===== src/rtl/mat_pkg.sv =====
// rtl/mat_pkg.sv - shared constants, FSM state type and row-slicing helpers for the row sequencer
//
// Purpose: common definitions imported by the interface, the sequencer top
//          (mat_row_seq) and the optional column mask (row_col_mask).
// Contents:
//   ROW_W, ELEM_W, N_MAX, ADDR_W, SIZE_MIN  - geometry constants
//   state_t                                 - sequencer FSM states
//   elem_lsb(i)                             - LSB of element i (element 0 is the top byte)
//   size_legal(s)                           - matrix dimension check (SIZE_MIN..N_MAX)

package mat_pkg;

    localparam int ROW_W    = 40;
    localparam int ELEM_W   = 8;
    localparam int N_MAX    = 5;
    localparam int ADDR_W   = 8;
    localparam int SIZE_MIN = 2;

    typedef enum logic [2:0] {
        IDLE    = 3'd0,
        RD_REQ  = 3'd1,
        RD_WAIT = 3'd2,
        EXEC    = 3'd3,
        WR      = 3'd4,
        DONE    = 3'd5
    } state_t;

    // Element 0 occupies the most significant byte of the row.
    function automatic int elem_lsb(input int i);
        return (N_MAX - 1 - i) * ELEM_W;
    endfunction

    function automatic logic size_legal(input logic [2:0] s);
        return (s >= 3'(SIZE_MIN)) && (s <= 3'(N_MAX));
    endfunction

endpackage


===== src/rtl/mat_row_seq_if.sv =====
// rtl/mat_row_seq_if.sv - command, memory and negation-stage signal bundle for the row sequencer
//
// Purpose: groups every non-clock/reset signal of mat_row_seq.
// Modports:
//   master - the sequencer: takes command + memory read data + op_result,
//            drives memory address/strobes, op_row/op_rst and status.
//   slave  - the environment (command source, matrix memory, negation stage).
// Signals:
//   start, size[2:0], src_base, dst_base        command
//   busy, done, err                             status
//   mem_addr, mem_rd_en, mem_rd_valid,
//   mem_rd_data, mem_wr_en, mem_wr_data         matrix memory
//   op_row, op_rst, op_result                   negation stage

interface mat_row_seq_if;
    import mat_pkg::*;

    logic              start;
    logic [2:0]        size;
    logic [ADDR_W-1:0] src_base;
    logic [ADDR_W-1:0] dst_base;

    logic              busy;
    logic              done;
    logic              err;

    logic [ADDR_W-1:0] mem_addr;
    logic              mem_rd_en;
    logic              mem_rd_valid;
    logic [ROW_W-1:0]  mem_rd_data;
    logic              mem_wr_en;
    logic [ROW_W-1:0]  mem_wr_data;

    logic [ROW_W-1:0]  op_row;
    logic              op_rst;
    logic [ROW_W-1:0]  op_result;

    modport master (
        input  start, size, src_base, dst_base,
        input  mem_rd_valid, mem_rd_data, op_result,
        output mem_addr, mem_rd_en, mem_wr_en, mem_wr_data,
        output op_row, op_rst, busy, done, err
    );

    modport slave (
        output start, size, src_base, dst_base,
        output mem_rd_valid, mem_rd_data, op_result,
        input  mem_addr, mem_rd_en, mem_wr_en, mem_wr_data,
        input  op_row, op_rst, busy, done, err
    );

endinterface


===== src/rtl/mat_row_seq_row_col_mask.sv =====
// rtl/mat_row_seq_row_col_mask.sv - zeroes row elements whose column index is >= the matrix size
//
// Purpose: combinational column mask used by mat_row_seq when COL_MASK_EN is defined.
// Ports:
//   size    in  3      matrix dimension (columns 0..size-1 are kept)
//   row_in  in  ROW_W  row to mask
//   row_out out ROW_W  row with columns >= size forced to 0

module row_col_mask
    import mat_pkg::*;
(
    input  logic [2:0]       size,
    input  logic [ROW_W-1:0] row_in,
    output logic [ROW_W-1:0] row_out
);

    always_comb begin
        row_out = row_in;
        for (int i = 0; i < N_MAX; i++) begin
            if (3'(i) >= size) begin
                row_out[elem_lsb(i) +: ELEM_W] = '0;
            end
        end
    end

endmodule


===== src/rtl/mat_row_seq.sv =====
// rtl/mat_row_seq.sv - row sequencer feeding the row-negation stage and writing results back
//
// Purpose: on an accepted start, reads each of the size rows at src_base+i,
//          presents it to the negation stage for one cycle, captures the
//          result and writes it to dst_base+i; ends with a one-cycle done.
//          Illegal sizes produce a one-cycle err pulse (the cycle after start).
// Build option: COL_MASK_EN - when defined, result columns >= size are zeroed
//          before write-back (row_col_mask); otherwise captured unmodified.
// Ports:
//   clk  in  clock
//   rst  in  asynchronous active-high reset
//   bus  mat_row_seq_if.master  command / memory / negation-stage signals

module mat_row_seq
    import mat_pkg::*;
(
    input  logic          clk,
    input  logic          rst,
    mat_row_seq_if.master bus
);

    state_t            state;
    state_t            state_next;

    logic [2:0]        size_q;
    logic [2:0]        row_idx;
    logic [ADDR_W-1:0] src_q;
    logic [ADDR_W-1:0] dst_q;
    logic [ROW_W-1:0]  row_reg;
    logic [ROW_W-1:0]  wr_reg;
    logic              err_q;

    logic              last_row;
    logic [ROW_W-1:0]  result_cap;

    assign last_row = (row_idx == (size_q - 3'd1));

`ifdef COL_MASK_EN
    row_col_mask u_mask (
        .size    (size_q),
        .row_in  (bus.op_result),
        .row_out (result_cap)
    );
`else
    assign result_cap = bus.op_result;
`endif

    // State register
    always_ff @(posedge clk or posedge rst) begin
        if (rst) begin
            state <= IDLE;
        end else begin
            state <= state_next;
        end
    end

    // Next-state logic
    always_comb begin
        state_next = state;
        case (state)
            IDLE:    if (bus.start && size_legal(bus.size)) state_next = RD_REQ;
            RD_REQ:  state_next = RD_WAIT;
            RD_WAIT: if (bus.mem_rd_valid) state_next = EXEC;
            EXEC:    state_next = WR;
            WR:      state_next = last_row ? DONE : RD_REQ;
            DONE:    state_next = IDLE;
            default: state_next = IDLE;
        endcase
    end

    // Datapath registers: command latch, row index, row and result capture
    always_ff @(posedge clk or posedge rst) begin
        if (rst) begin
            size_q  <= '0;
            row_idx <= '0;
            src_q   <= '0;
            dst_q   <= '0;
            row_reg <= '0;
            wr_reg  <= '0;
            err_q   <= 1'b0;
        end else begin
            err_q <= 1'b0;
            case (state)
                IDLE: begin
                    if (bus.start) begin
                        if (size_legal(bus.size)) begin
                            size_q  <= bus.size;
                            src_q   <= bus.src_base;
                            dst_q   <= bus.dst_base;
                            row_idx <= '0;
                        end else begin
                            err_q <= 1'b1;
                        end
                    end
                end
                RD_WAIT: if (bus.mem_rd_valid) row_reg <= bus.mem_rd_data;
                EXEC:    wr_reg <= result_cap;
                WR:      if (!last_row) row_idx <= row_idx + 3'd1;
                default: ;
            endcase
        end
    end

    // Outputs decode straight from the state so an async reset clears them at once.
    always_comb begin
        bus.mem_addr    = '0;
        bus.mem_rd_en   = 1'b0;
        bus.mem_wr_en   = 1'b0;
        bus.mem_wr_data = '0;
        bus.op_row      = row_reg;
        bus.op_rst      = 1'b0;
        bus.busy        = (state != IDLE);
        bus.done        = 1'b0;
        bus.err         = err_q;
        case (state)
            IDLE:    bus.op_rst = 1'b1;
            RD_REQ: begin
                bus.mem_rd_en = 1'b1;
                bus.mem_addr  = src_q + ADDR_W'(row_idx);
            end
            WR: begin
                bus.mem_wr_en   = 1'b1;
                bus.mem_addr    = dst_q + ADDR_W'(row_idx);
                bus.mem_wr_data = wr_reg;
            end
            DONE: begin
                bus.op_rst = 1'b1;
                bus.done   = 1'b1;
            end
            default: ;
        endcase
    end

endmodule

===== src/flat_wrapper.sv =====
// flat-port wrapper written by rule: the top's interface ports become plain ports
module mat_row_seq_flat import mat_pkg::*;
  (clk, rst, bus_start, bus_size, bus_src_base, bus_dst_base, bus_mem_rd_valid, bus_mem_rd_data, bus_op_result, bus_mem_addr, bus_mem_rd_en, bus_mem_wr_en, bus_mem_wr_data, bus_op_row, bus_op_rst, bus_busy, bus_done, bus_err);
  mat_row_seq_if bus_i ();
  input  logic clk;
  input  logic rst;
  input wire logic [$bits(bus_i.start)-1:0] bus_start;
  input wire logic [$bits(bus_i.size)-1:0] bus_size;
  input wire logic [$bits(bus_i.src_base)-1:0] bus_src_base;
  input wire logic [$bits(bus_i.dst_base)-1:0] bus_dst_base;
  input wire logic [$bits(bus_i.mem_rd_valid)-1:0] bus_mem_rd_valid;
  input wire logic [$bits(bus_i.mem_rd_data)-1:0] bus_mem_rd_data;
  input wire logic [$bits(bus_i.op_result)-1:0] bus_op_result;
  output wire logic [$bits(bus_i.mem_addr)-1:0] bus_mem_addr;
  output wire logic [$bits(bus_i.mem_rd_en)-1:0] bus_mem_rd_en;
  output wire logic [$bits(bus_i.mem_wr_en)-1:0] bus_mem_wr_en;
  output wire logic [$bits(bus_i.mem_wr_data)-1:0] bus_mem_wr_data;
  output wire logic [$bits(bus_i.op_row)-1:0] bus_op_row;
  output wire logic [$bits(bus_i.op_rst)-1:0] bus_op_rst;
  output wire logic [$bits(bus_i.busy)-1:0] bus_busy;
  output wire logic [$bits(bus_i.done)-1:0] bus_done;
  output wire logic [$bits(bus_i.err)-1:0] bus_err;
  assign bus_i.start = bus_start;
  assign bus_i.size = bus_size;
  assign bus_i.src_base = bus_src_base;
  assign bus_i.dst_base = bus_dst_base;
  assign bus_i.mem_rd_valid = bus_mem_rd_valid;
  assign bus_i.mem_rd_data = bus_mem_rd_data;
  assign bus_i.op_result = bus_op_result;
  assign bus_mem_addr = bus_i.mem_addr;
  assign bus_mem_rd_en = bus_i.mem_rd_en;
  assign bus_mem_wr_en = bus_i.mem_wr_en;
  assign bus_mem_wr_data = bus_i.mem_wr_data;
  assign bus_op_row = bus_i.op_row;
  assign bus_op_rst = bus_i.op_rst;
  assign bus_busy = bus_i.busy;
  assign bus_done = bus_i.done;
  assign bus_err = bus_i.err;
  mat_row_seq u_core (.clk(clk), .rst(rst), .bus(bus_i));
endmodule

===== config.mk =====
export PLATFORM = sky130hd
export DESIGN_NAME = mat_row_seq_flat
export DESIGN_NICKNAME = d
export VERILOG_FILES = /design/src/rtl/mat_pkg.sv /design/src/rtl/mat_row_seq_if.sv /design/src/rtl/mat_row_seq_row_col_mask.sv /design/src/rtl/mat_row_seq.sv /design/src/flat_wrapper.sv
export SDC_FILE = /design/constraint.sdc
export NUM_CORES = 1
export LEC_CHECK = 0
export CORE_MARGIN = 2
export CORE_UTILIZATION = 47
export DETAILED_ROUTE_END_ITERATION = 16
export PLACE_DENSITY = 0.86
export SYNTH_ARGS = -nofsm -noshare
export SYNTH_HDL_FRONTEND = slang
export SYNTH_HIERARCHICAL = 1
export SYNTH_SLANG_ARGS = --single-unit

===== constraint.sdc =====
create_clock -name clk -period 8.2 [get_ports clk]
set_input_delay 1.23 -clock clk [delete_from_list [all_inputs] [get_ports clk]]
set_output_delay 1.23 -clock clk [all_outputs]
set_load 0.02 [all_outputs]

==> results.toml <==
[sta]
slew_violations = 0
worstMarginPinSlew_ns = 1.027
setup_viol = 0
timing.final.crit_share_pct = 65.21
hold_viol = 0
fin_skew_ns = 0.01606
relSlewSlack_pct = 31.34
fmaxAchievable_ghz = 0.1870
grt_setup_unrepaired = "no"
final.setup.tns_ns = 0
min_period_ns = 5.347

[pwr]
power.density_nw_per_um2 = 351.3
p_seq_share_pct = 38.6
swShare_pct = 36.86
clkPwrFrac_pct = 12.2
p_int_mw = 1.562
vdd_drop_max_v = 0.0002110
switchingPower_mw = 0.9122
p_leak_nw = 2.981
pwr-share-comb_pct = 49.2

[grt]
groute.usage.overall_pct = 21.52
grt_overflow = 0
grt_max_degree = 77
grt_pass1_wl_mm = 18.75
grt_pass1_vias = 3759
antenna_found_initial = 0

[logic_synthesis]
ys.flop_type = "dfrtp_1"
synth_top_cells_by_area = "dfrtp_1, mux2_2, and2_1"
synth-edff-count = 0
synth_cell_type_count = 38
yosysMostFrequentCell = "dfrtp_1"
yosysTopAreaCellShare_pct = 54.98
synth_common_cells = "dfrtp_1, mux2_2, and2_1, nand2_1, buf_2"
synth_seq_cells = 106
synthCells = 369
syn_area_per_cell_um2 = 13.07
yosys_warnings = 6
synth_nets = 478
ys_async_sr_fraction_pct = 100.0
yosysSeqAreaShare_pct = 54.98
post-synth-top-area-cell = "dfrtp_1"
synth_area_um2 = 4825

[floorplan]
die-height_um = 105.3
die_w_um = 105.3
start_util_pct = 48.91
core_um2 = 9864
num_io_pins = 197
fp.dieArea_um2 = 11090
num_rows = 36

[worst_hold_path]
hold_class = "flip-flop to flip-flop"

[outcome]
status = "complete, no violations"

[clock_network]
cts_setup_buffers = 0
clock_sinks = 106
cts_hold_buffers = 0
postCtsResizedCells = 0
clk_latency_ns = 0.37
cts_tree = "yes"
h-tree-depth = 3
numCtsBuffers = 9
cts_max_path_buffers = 2
clk_pin_slew_worst_paths_ns = 0.10
clock-root-buffer = "clkbuf_8"

[worst_setup_path]
r2r_setup_slack_ns = 5.94
timing.critical_path.buf_inv = 3
crit_chain = "or3b_1 -> clkinv_4 -> nand2_1 -> nand2_1 -> ha_1 -> inv_1 -> fa_1 -> nor2b_1 -> o21ai_0 -> xor2_1 -> o22ai_1 -> clkdlybuf4s50_1"
path_common_cell = "nand2_1"
cp.required_ns = 6.97
critical_path.slowest_cell = "or3b_1"
worst_setup_path_end_kind = "output pin"
crit_family = "simple AND/OR/NAND/NOR gates"
max_stage_delay_ns = 0.66
crit_type = "flip-flop to output pin"
cp_max_fo = 50
cp.arrival_ns = 4.12
worstSetupStartpointType = "flip-flop"

[route]
vias = 3509
drt-pass1-iter-count = 5
drc = 0
wl_per_cell_um = 16.72
drt-initial-drc-count = 132
via_per_inst = 5.042
ant_nets = 0
wl_mm = 11.64

[flow_run]
max_cap_viol_count = 0

[finish]
area_growth_pct = 45.98
drive_gt1_share_pct = 21.67
antenna_cells = 0
nets = 668
stdcell_area_um2 = 7043

[placed_design]
port_buffers = 196
gp_congestion = 0.8149
postPlaceCellArea_um2 = 6858
dp_hpwl_mm = 8.616
## layer usage
metal / part of all wire, % / global-route usage [%]
met5: 0 / 0
met4: 1.3 / 5.905
met3: 11 / 10.20
met2: 50 / 36.27
met1: 38 / 24.45
## power by group through the flow
stage               Clock (mW)  Combinational (mW)  Sequential, mW
floorplan                    0               0.654            1.04
global placement             0                1.19           0.947
detailed placement           0                1.23           0.964
CTS                      0.317                1.23           0.957
global route             0.334                1.31           0.992
finish                   0.301                1.22           0.956
## final timing paths
check                           cells after the start                    to               from
min in group asynchronous                           2  u_core/bus.op_row[4]                rst
worst min register to register                      1     u_core/wr_reg[14]  u_core/wr_reg[14]
worst max-delay path                               12       bus_mem_addr[4]    u_core/state[0]
worst max register to register                      3       u_core/dst_q[5]    u_core/state[0]
max in group asynchronous                           3      u_core/wr_reg[0]                rst
worst min-delay path                                1     u_core/wr_reg[14]  u_core/wr_reg[14]
## cells by family (layout without fill, tap and decap cells)
group,Yosys count,after routing,synth area share [%]
adder cells (fa/ha/maj),6,6,1.712
multiplexers,104,104,24.12
flip-flops,106,106,54.98
XOR/XNOR,10,10,1.815
AND/OR/NAND/NOR,95,95,10.87
buffers and inverters,30,224,3.501
AO/OA/AOI/OAI,18,18,3.008
## through the flow
step                cells  power, mW  utilization [%]  worst slack [ns]  hold slack [ns]
floorplan             369      1.692                -             4.170           0.4692
global placement      681      2.140            69.52             3.501           0.4674
detailed placement    681      2.191            69.52             3.252           0.4865
CTS                   696      2.505            71.40             2.840           0.5112
global route          696      2.631            71.40             2.579           0.5191
finish                696      2.475            71.40             2.853           0.5042
## cell usage in the layout (no fill, tap or decap), types with 2 or more instances in the layout
| master | count |
|---|---|
| mux2_2 | 95 |
| a22o_1 | 3 |
| nand4_1 | 2 |
| or3b_1 | 2 |
| clkdlybuf4s50_1 | 196 |
| buf_4 | 3 |
| nor2b_1 | 3 |
| clkinv_4 | 2 |
| or2_2 | 2 |
| xnor2_1 | 4 |
| a211oi_1 | 2 |
| dfrtp_1 | 106 |
| xor2_1 | 6 |
| and2_1 | 40 |
| o211ai_1 | 3 |
| inv_1 | 8 |
| o22ai_1 | 2 |
| nand3_1 | 4 |
| mux2_1 | 3 |
| ha_1 | 5 |
| nand2_1 | 25 |
| inv_6 | 2 |
| clkbuf_8 | 9 |
| mux2i_1 | 6 |
| nor2_1 | 10 |
| a21o_1 | 2 |
| o21ai_0 | 4 |
## final cells by class
class | count | area (µm²)
Multi-Input combinational cell | 233 | 2009
Tap cell | 133 | 166.4
Timing Repair Buffer | 199 | 1984
Clock buffer | 9 | 123.9
Sequential cell | 106 | 2653
Fill cell | 695 | 2821
Clock inverter | 6 | 61.31
Inverter | 10 | 45.04
Note: power is estimated with default switching activity, not from simulation.
